`src/rtl/adc_sample_reader.sv`:
```
// Wishbone-slave reader for the SAR ADC result stream. It captures one sample per
// rising edge of adc_valid into a FIFO, keeps a sample total and raises a fill-level irq.
module adc_sample_reader #(
  parameter logic [31:0] BASE_ADR = 32'h3000_0000,
  parameter int          RES_W    = 10,
  parameter int          DEPTH    = 16,
  parameter int          AW       = $clog2(DEPTH)
) (
  input  logic             wb_clk_i,
  input  logic             wb_rst_i,
  input  logic             wbs_stb_i,
  input  logic             wbs_cyc_i,
  input  logic             wbs_we_i,
  input  logic [3:0]       wbs_sel_i,
  input  logic [31:0]      wbs_dat_i,
  input  logic [31:0]      wbs_adr_i,
  output logic             wbs_ack_o,
  output logic [31:0]      wbs_dat_o,
  input  logic [RES_W-1:0] adc_result,
  input  logic             adc_valid,
  output logic             adc_en,
  output logic             adc_cal,
  output logic             irq
);

  localparam logic [AW:0] FULL_CNT   = DEPTH[AW:0];
  localparam logic [AW:0] THRESH_RST = FULL_CNT >> 1;

  localparam logic [2:0] OFF_CTRL   = 3'd0;
  localparam logic [2:0] OFF_STATUS = 3'd1;
  localparam logic [2:0] OFF_DATA   = 3'd2;
  localparam logic [2:0] OFF_COUNT  = 3'd3;
  localparam logic [2:0] OFF_THRESH = 3'd4;

  logic [RES_W-1:0] mem_q [DEPTH];

  logic             ack_q, ack_d;
  logic [31:0]      dat_q, dat_d;
  logic             en_q, en_d;
  logic             cal_q, cal_d;
  logic             irq_en_q, irq_en_d;
  logic             irq_q, irq_d;
  logic             valid_q;
  logic             overflow_q, overflow_d;
  logic [AW-1:0]    wptr_q, wptr_d;
  logic [AW-1:0]    rptr_q, rptr_d;
  logic [AW:0]      count_q, count_d;
  logic [AW:0]      thresh_q, thresh_d;
  logic [31:0]      samples_q, samples_d;

  logic             in_window;
  logic             req;
  logic [2:0]       reg_idx;
  logic             rd_en;
  logic             wr_en;
  logic             fifo_empty;
  logic             fifo_full;
  logic             pop;
  logic             clr;
  logic             push_req;
  logic             push;
  logic             drop;
  logic [31:0]      rdata;
  logic [31:0]      status_word;
  logic [31:0]      data_word;

  // Upper sel/data bits and the byte offset are deliberately ignored.
  logic unused_bits;
  assign unused_bits = ^{wbs_sel_i[3:1], wbs_adr_i[1:0], wbs_dat_i};

  assign in_window  = (wbs_adr_i[31:5] == BASE_ADR[31:5]);
  assign req        = wbs_stb_i & wbs_cyc_i & ~ack_q & in_window;
  assign reg_idx    = wbs_adr_i[4:2];
  assign rd_en      = req & ~wbs_we_i;
  assign wr_en      = req & wbs_we_i & wbs_sel_i[0];

  assign fifo_empty = (count_q == '0);
  assign fifo_full  = (count_q == FULL_CNT);
  assign pop        = rd_en & (reg_idx == OFF_DATA) & ~fifo_empty;
  assign clr        = wr_en & (reg_idx == OFF_CTRL) & wbs_dat_i[3];

  // A pop on the same edge frees a slot, so a full FIFO can still accept.
  assign push_req   = adc_valid & ~valid_q & en_q;
  assign push       = push_req & ~clr & (~fifo_full | pop);
  assign drop       = push_req & ~clr & fifo_full & ~pop;

  always_comb begin
    status_word              = '0;
    status_word[0]           = fifo_empty;
    status_word[1]           = fifo_full;
    status_word[2]           = overflow_q;
    status_word[8+AW:8]      = count_q;

    data_word                = '0;
    data_word[RES_W-1:0]     = mem_q[rptr_q];
    data_word[31]            = 1'b1;

    rdata = '0;
    case (reg_idx)
      OFF_CTRL:   rdata = {28'b0, 1'b0, irq_en_q, cal_q, en_q};
      OFF_STATUS: rdata = status_word;
      OFF_DATA:   rdata = fifo_empty ? 32'b0 : data_word;
      OFF_COUNT:  rdata = samples_q;
      OFF_THRESH: rdata = {{(31-AW){1'b0}}, thresh_q};
      default:    rdata = '0;
    endcase
  end

  always_comb begin
    ack_d      = req;
    dat_d      = rd_en ? rdata : 32'b0;
    en_d       = en_q;
    cal_d      = cal_q;
    irq_en_d   = irq_en_q;
    thresh_d   = thresh_q;
    overflow_d = overflow_q;
    wptr_d     = wptr_q;
    rptr_d     = rptr_q;
    count_d    = count_q;
    samples_d  = samples_q + {31'b0, push};
    irq_d      = irq_en_q & (count_q >= thresh_q);

    if (wr_en && reg_idx == OFF_CTRL) begin
      en_d     = wbs_dat_i[0];
      cal_d    = wbs_dat_i[1];
      irq_en_d = wbs_dat_i[2];
    end

    if (wr_en && reg_idx == OFF_THRESH) begin
      thresh_d = (wbs_dat_i[AW:0] == '0) ? {{AW{1'b0}}, 1'b1} : wbs_dat_i[AW:0];
    end

    if (clr) begin
      wptr_d     = '0;
      rptr_d     = '0;
      count_d    = '0;
      overflow_d = 1'b0;
    end else begin
      if (push) wptr_d = wptr_q + 1'b1;
      if (pop)  rptr_d = rptr_q + 1'b1;
      case ({push, pop})
        2'b10:   count_d = count_q + 1'b1;
        2'b01:   count_d = count_q - 1'b1;
        default: count_d = count_q;
      endcase
      // A drop on the same edge as a W1C leaves the flag set.
      if (drop) begin
        overflow_d = 1'b1;
      end else if (wr_en && reg_idx == OFF_STATUS && wbs_dat_i[2]) begin
        overflow_d = 1'b0;
      end
    end
  end

  always_ff @(posedge wb_clk_i) begin
    if (wb_rst_i) begin
      ack_q      <= 1'b0;
      dat_q      <= '0;
      en_q       <= 1'b0;
      cal_q      <= 1'b0;
      irq_en_q   <= 1'b0;
      irq_q      <= 1'b0;
      valid_q    <= 1'b0;
      overflow_q <= 1'b0;
      wptr_q     <= '0;
      rptr_q     <= '0;
      count_q    <= '0;
      thresh_q   <= THRESH_RST;
      samples_q  <= '0;
    end else begin
      ack_q      <= ack_d;
      dat_q      <= dat_d;
      en_q       <= en_d;
      cal_q      <= cal_d;
      irq_en_q   <= irq_en_d;
      irq_q      <= irq_d;
      valid_q    <= adc_valid;
      overflow_q <= overflow_d;
      wptr_q     <= wptr_d;
      rptr_q     <= rptr_d;
      count_q    <= count_d;
      thresh_q   <= thresh_d;
      samples_q  <= samples_d;
    end
  end

  always_ff @(posedge wb_clk_i) begin
    if (push) mem_q[wptr_q] <= adc_result;
  end

  assign wbs_ack_o = ack_q;
  assign wbs_dat_o = dat_q;
  assign adc_en    = en_q;
  assign adc_cal   = cal_q;
  assign irq       = irq_q;

endmodule

```
`config.mk`:
```
export PLATFORM = sky130hd
export DESIGN_NAME = adc_sample_reader
export DESIGN_NICKNAME = d
export VERILOG_FILES = /design/src/rtl/adc_sample_reader.sv
export SDC_FILE = /design/constraint.sdc
export NUM_CORES = 1
export LEC_CHECK = 0
export ABC_AREA = 1
export CAP_MARGIN = 5
export CORE_UTILIZATION = 55
export DETAILED_ROUTE_END_ITERATION = 10
export GPL_ROUTABILITY_DRIVEN = 0
export HOLD_SLACK_MARGIN = 0.02
export PLACE_DENSITY = 0.78
export REMOVE_ABC_BUFFERS = 1
export SLEW_MARGIN = 15
export SYNTH_ARGS = -nofsm -noshare
export SYNTH_HDL_FRONTEND = slang
export SYNTH_SLANG_ARGS = --single-unit
```
`constraint.sdc`:
```
create_clock -name wb_clk_i -period 4 [get_ports wb_clk_i]
set_input_delay 0.8 -clock wb_clk_i [delete_from_list [all_inputs] [get_ports wb_clk_i]]
set_output_delay 0.8 -clock wb_clk_i [all_outputs]
set_load 0.005 [all_outputs]
```
* Yosys cells after proc, flatten, opt, wreduce, memory -nomap -nowiden
Memory sizes are Yosys's and may differ from the RTL's. A register that Yosys moved wholly into a read port is not among the register bits.
Cells that the tools add are included.
** Storage, ports and cells
- Bits in registers :: 89
- Bits in writable memories :: 160
- Input bits :: 84
- Output and inout bits :: 36
- Word-level logic and storage cells :: 75
- Memories :: 1
** Operators by class
- $add $sub $neg :: 5
- Magnitude comparators :: 1
- Equal/unequal tests :: 8
- Mux-type cells :: 10
- Bitwise operators :: 26
- Reduce and logical (&&, ||, !) cells :: 11
** Memories
- mem_q :: depth 16, width 10, rd ports 1, clocked after memory_dff 1, write ports 1, RTL line 35 : logic [RES_W-1:0] mem_q [DEPTH];
** Operators by type and width (count)
- $pmux W32 S5 :: 1
- $add A32 B1 Y32 :: 1
- $mux W32 :: 1
- $eq A27 B25 Y1 const B :: 1
- $and A1 B1 Y1 :: 17
- $logic_not A5 Y1 :: 2
- $pmux W5 S2 :: 1
- $add A4 B1 Y4 const B :: 2
- $mux W4 :: 2
- $not A1 Y1 :: 8
- $eq A3 B2 Y1 const B :: 2
- $add A5 B1 Y5 const B :: 1
- $eq A5 B5 Y1 const B :: 1
- $ge A5 B5 Y1 :: 1
- $mux W5 :: 1
- $sub A5 B1 Y5 const B :: 1
- $logic_and A1 B1 Y1 :: 4
- $mux W1 :: 4
- $reduce_bool A2 Y1 :: 2
- $reduce_or A2 Y1 :: 2
- $eq A3 B1 Y1 const B :: 1
- $eq A3 B3 Y1 const B :: 1
- $logic_not A3 Y1 :: 1
- $eq A2 B1 Y1 const B :: 1
- other kinds (2) :: 2

* Longest topological paths before layout
- Word-level depth :: 12
- Depth in mapped cells :: 23

* Least setup slack after synthesis
OpenSTA, ideal clock, no wires.
- Path kind :: input to register
- From :: in wbs_adr_i[13]
- To :: reg samples_q[24]
- Arrival time :: 3.002 ns
- Data required time :: 3.884 ns
- Setup slack :: 0.882 ns
- Stages on the path :: 21
- Buffers on the path :: 1
- Cell sequence :: nor2_1 -> nand2_1 -> nor2_1 -> nand2_1 -> nor2_2 -> nand2_2 -> nand2_4 -> nand3_4 -> buf_6 -> inv_1 -> ha_1 -> ha_1 -> nand2_2 -> nor2_4 -> nand2_1 -> nor2_4 -> nand4_2 -> nor2_2 -> nand3_1 -> o21ai_0 -> nor2_1
** Between the ends
- Word-level cells in the longest chain between the ends :: 10
** Ends and longest elaborated chain
- from (decl) :: RTL line 16 : input logic [31:0] wbs_adr_i,
- $eq A27 B25 Y1 * :: RTL line 71 : assign in_window = (wbs_adr_i[31:5] == BASE_ADR[31:5]);
- $and A1 B1 Y1 * :: RTL line 72 : assign req = wbs_stb_i & wbs_cyc_i & ~ack_q & in_window;
- $and A1 B1 Y1 (2 in a row) :: RTL line 75 : assign wr_en = req & wbs_we_i & wbs_sel_i[0];
- $and A1 B1 Y1 (2 in a row) :: RTL line 80 : assign clr = wr_en & (reg_idx == OFF_CTRL) & wbs_dat_i[3];
- $not A1 Y1 :: RTL line 84 : assign push = push_req & ~clr & (~fifo_full | pop);
- $and A1 B1 Y1 :: RTL line 84
- $and A1 B1 Y1 * :: RTL line 84
- via push :: RTL line 61 : logic push;
- $add A32 B1 Y32 * :: RTL line 120 : samples_d = samples_q + {31'b0, push};
- to (signal assigned) :: RTL line 183 : samples_q <= samples_d;
- to (decl) :: RTL line 49 : logic [31:0] samples_q, samples_d;
Mark *: on every way through the listed nets, which the timed path passes. The rest lies on a longest branch.
A chain may end at the register's enable or synchronous reset.

* Worst setup path after layout
- From :: in wbs_adr_i[29]
- To :: reg samples_q[24]
Same word-level chain as after synthesis.

==> run metrics <==
Die W 142.7 µm; Clock Path Buffers 3; setup_tns 0 ns; total CTS buffers 26; Port Buffers 87; Synth Warn # 0; Critical Path, Cell by Cell clkdlybuf4s50_1 -> inv_1 -> nor2_1 -> nand2_1 -> nor2_1 -> nand2_1 -> nor2_2 -> nand2_2 -> nand2_4 -> nand3_4 -> inv_1 -> ha_1 -> ha_1 -> nand2_2 -> nor2_4 -> nand2_1 -> nor2_4 -> nand4_2 -> nor2_2 -> nand3_1 -> o21ai_0 -> nor2_1; Syn Area/Cell 9.864 µm²; die area 20,350 µm²; post-synth top area share 44.16%; multi-input combinational cell area 3626 µm²; top sig layer met4; required time of the critical path 4.42 ns; Tmin final 3.371 ns; DR vias 8,227; P&R area growth vs syn 19.33%; CP arrival 3.79 ns; top_reg_cell synth edfxtp_1; drt total wl 24,980 µm; Max Freq 296.6 MHz; Distinct cells, synth 49; slowest cell on the critical path clkdlybuf4s50_1; initial detailed-routing violation count 712; fill count 1,510; final instance area 12,980 µm²; CTS H-tree depth 1; final hold violation count 0; outcome finished, final reports clean; r2r setup slk 1.01 ns; DP Wirelength 16,340 µm; CP max stage delay 0.48 ns; max-cap viol count 0; Worst path top cell family by delay simple AND/OR/NAND/NOR gates; Die Height 142.7 µm; routed length on met1 10,250 µm; core area 19,400 µm²; clk_skew 0.01308 ns; pin count of the biggest net entering global routing 82; final worst setup slack 0.6288 ns; Slew @ Worst Pin 1.108 ns; fin. max-slew vios 0; initial core utilization 56.09%; Seq. cell area 6668 µm²; slew margin rel. 26.13%; DR WL met2 11,840 µm; worst min path class reg -> reg; leak pwr 4.534 nW; DR vias/cell 5.536; pre-CTS WS 0.1409 ns; fin util 66.93%; DR WL met3 2167 µm; CP max FO 5; number of antenna violations at the first check in global routing 0; IO Count 120; Synth top cells by count nor2_1 (190), edfxtp_1 (160), nand2_1 (140); most numerous cell in the Yosys netlist nor2_1; total gr overflow 0; synthesized area 10,880 µm²; EDFF count, synth 160; CTS resizes 0; WL/cell 16.81 µm; Antenna Nets Post-Route 0; Root Driver clkbuf_16; CTS tree built; drt drc 0; cell count after synthesis 1,103; Synth area leader edfxtp_1; ANT cells 0; worst setup path class in -> reg; CP startpoint kind input port; top cells by area, synth edfxtp_1 (44%), dfxtp_1 (17%), nor2_1 (6.6%); pwr dens 419.2 nW/µm²; CP Capture Type flip-flop; total power 5.442 mW; via count of the first global-routing pass 7,893; WP buf/inv 3; placed instance area 12,070 µm²; Setup Fix Bufs, Post-CTS 0; fin crit share 84.28%; GRT Total Usage 25.49%; synthesized flop and latch total 253; # setup viols final 0; sequential-to-total area share from yosys stat 61.27%; Placement Rows 51; CTS sink cnt 253; first-pass GRT wire length 39,990 µm; layout cell share with drive strength beyond 1 9.255%; worst-skew pair later-pin latency 0.52 ns; Peak supply drop 0.3564 mV; drt first pass iters 5; clock slew at reported path FFs 0.06 ns; layout net count 1,301; Synth async-reset ratio 0%; RSZ-0062 raised after global routing false; Hold-fix buffers, CTS 0
## tightest hold or removal path: stages (launching register included)
cell and delay [ns]:
dfxtp_1 0.31, nand2_1 0.06, a21oi_1 0.05
## registers in the layout (all words and copies together), names as in the netlist, 4 cells and up, named ones only
| name | flops |
|---|---|
| mem_q | 160 |
| wbs_dat_o | 32 |
| count_q | 5 |
| wptr_q | 4 |
| samples_q | 32 |
| thresh_q | 5 |
| rptr_q | 4 |
## cell usage in the layout, fill, tap and decap left out, types with 3 or more instances in the layout
cell             instances
a21oi_2                  3
o21ai_0                 97
ha_1                    15
clkinv_1                 4
dfxtp_1                 92
a21oi_1                 50
nor3_1                  53
o22ai_1                  3
nor4_1                   4
nand2_2                  5
nor2_2                   7
a211oi_1                 3
buf_4                   28
inv_1                   88
inv_2                    5
nor2_4                   4
clkdlybuf4s50_1         87
nand4_1                 12
nand2_1                140
edfxtp_1               160
clkinv_2                 5
nor2_1                 190
clkbuf_16               27
bufinv_16                5
xor2_1                   9
o211ai_1                37
nor3_2                   5
nand3_1                 44
## layer usage
metal  track usage (%)  vias up
met5                 0        -
met4             10.75        0
met3             4.661       56
met2             41.77      319
met1             33.41     3864
li1                  -     3988
## final timing paths
path,start,to,cells after the start
max reg2reg,count_q[2],samples_q[24],19
min,samples_q[30],samples_q[30],2
min reg2reg,samples_q[30],samples_q[30],2
max,wbs_adr_i[29],samples_q[24],22
## final cells by class
cell class / instances / area share, %
Multi-Input combinational cell: 711 / 27.93
Timing Repair Buffer: 115 / 8.326
Clock buffer: 32 / 5.531
Inverter: 95 / 2.766
Tap cell: 265 / 2.554
Clock inverter: 15 / 1.542
Sequential cell: 253 / 51.35
## logic make-up (layout without fill, tap and decap cells)
group	count (synthesis)	in the layout	share of synthesized area, %
compound gates	208	208	11.05
xor+xnor	10	10	0.8050
fa+ha+maj	15	15	1.725
buf+inv	139	257	5.405
flops	253	253	61.27
simple gates	478	478	19.74
## per-stage QoR
stage	hold WS [ns]	std cells
after global routing	0.4993	1486
final	0.4611	1486
after floorplan	0.4331	1059
after CTS	0.4655	1486
after detailed placement	0.4572	1439
after global placement	0.4485	1439
## power by group
part           internal, mW  total (mW)  switching (mW)
clock network          1.59        2.55           0.958
registers              2.77        2.77        0.000126
logic                0.0549       0.121          0.0658
No activity file was read; power rests on OpenSTA's default activity.
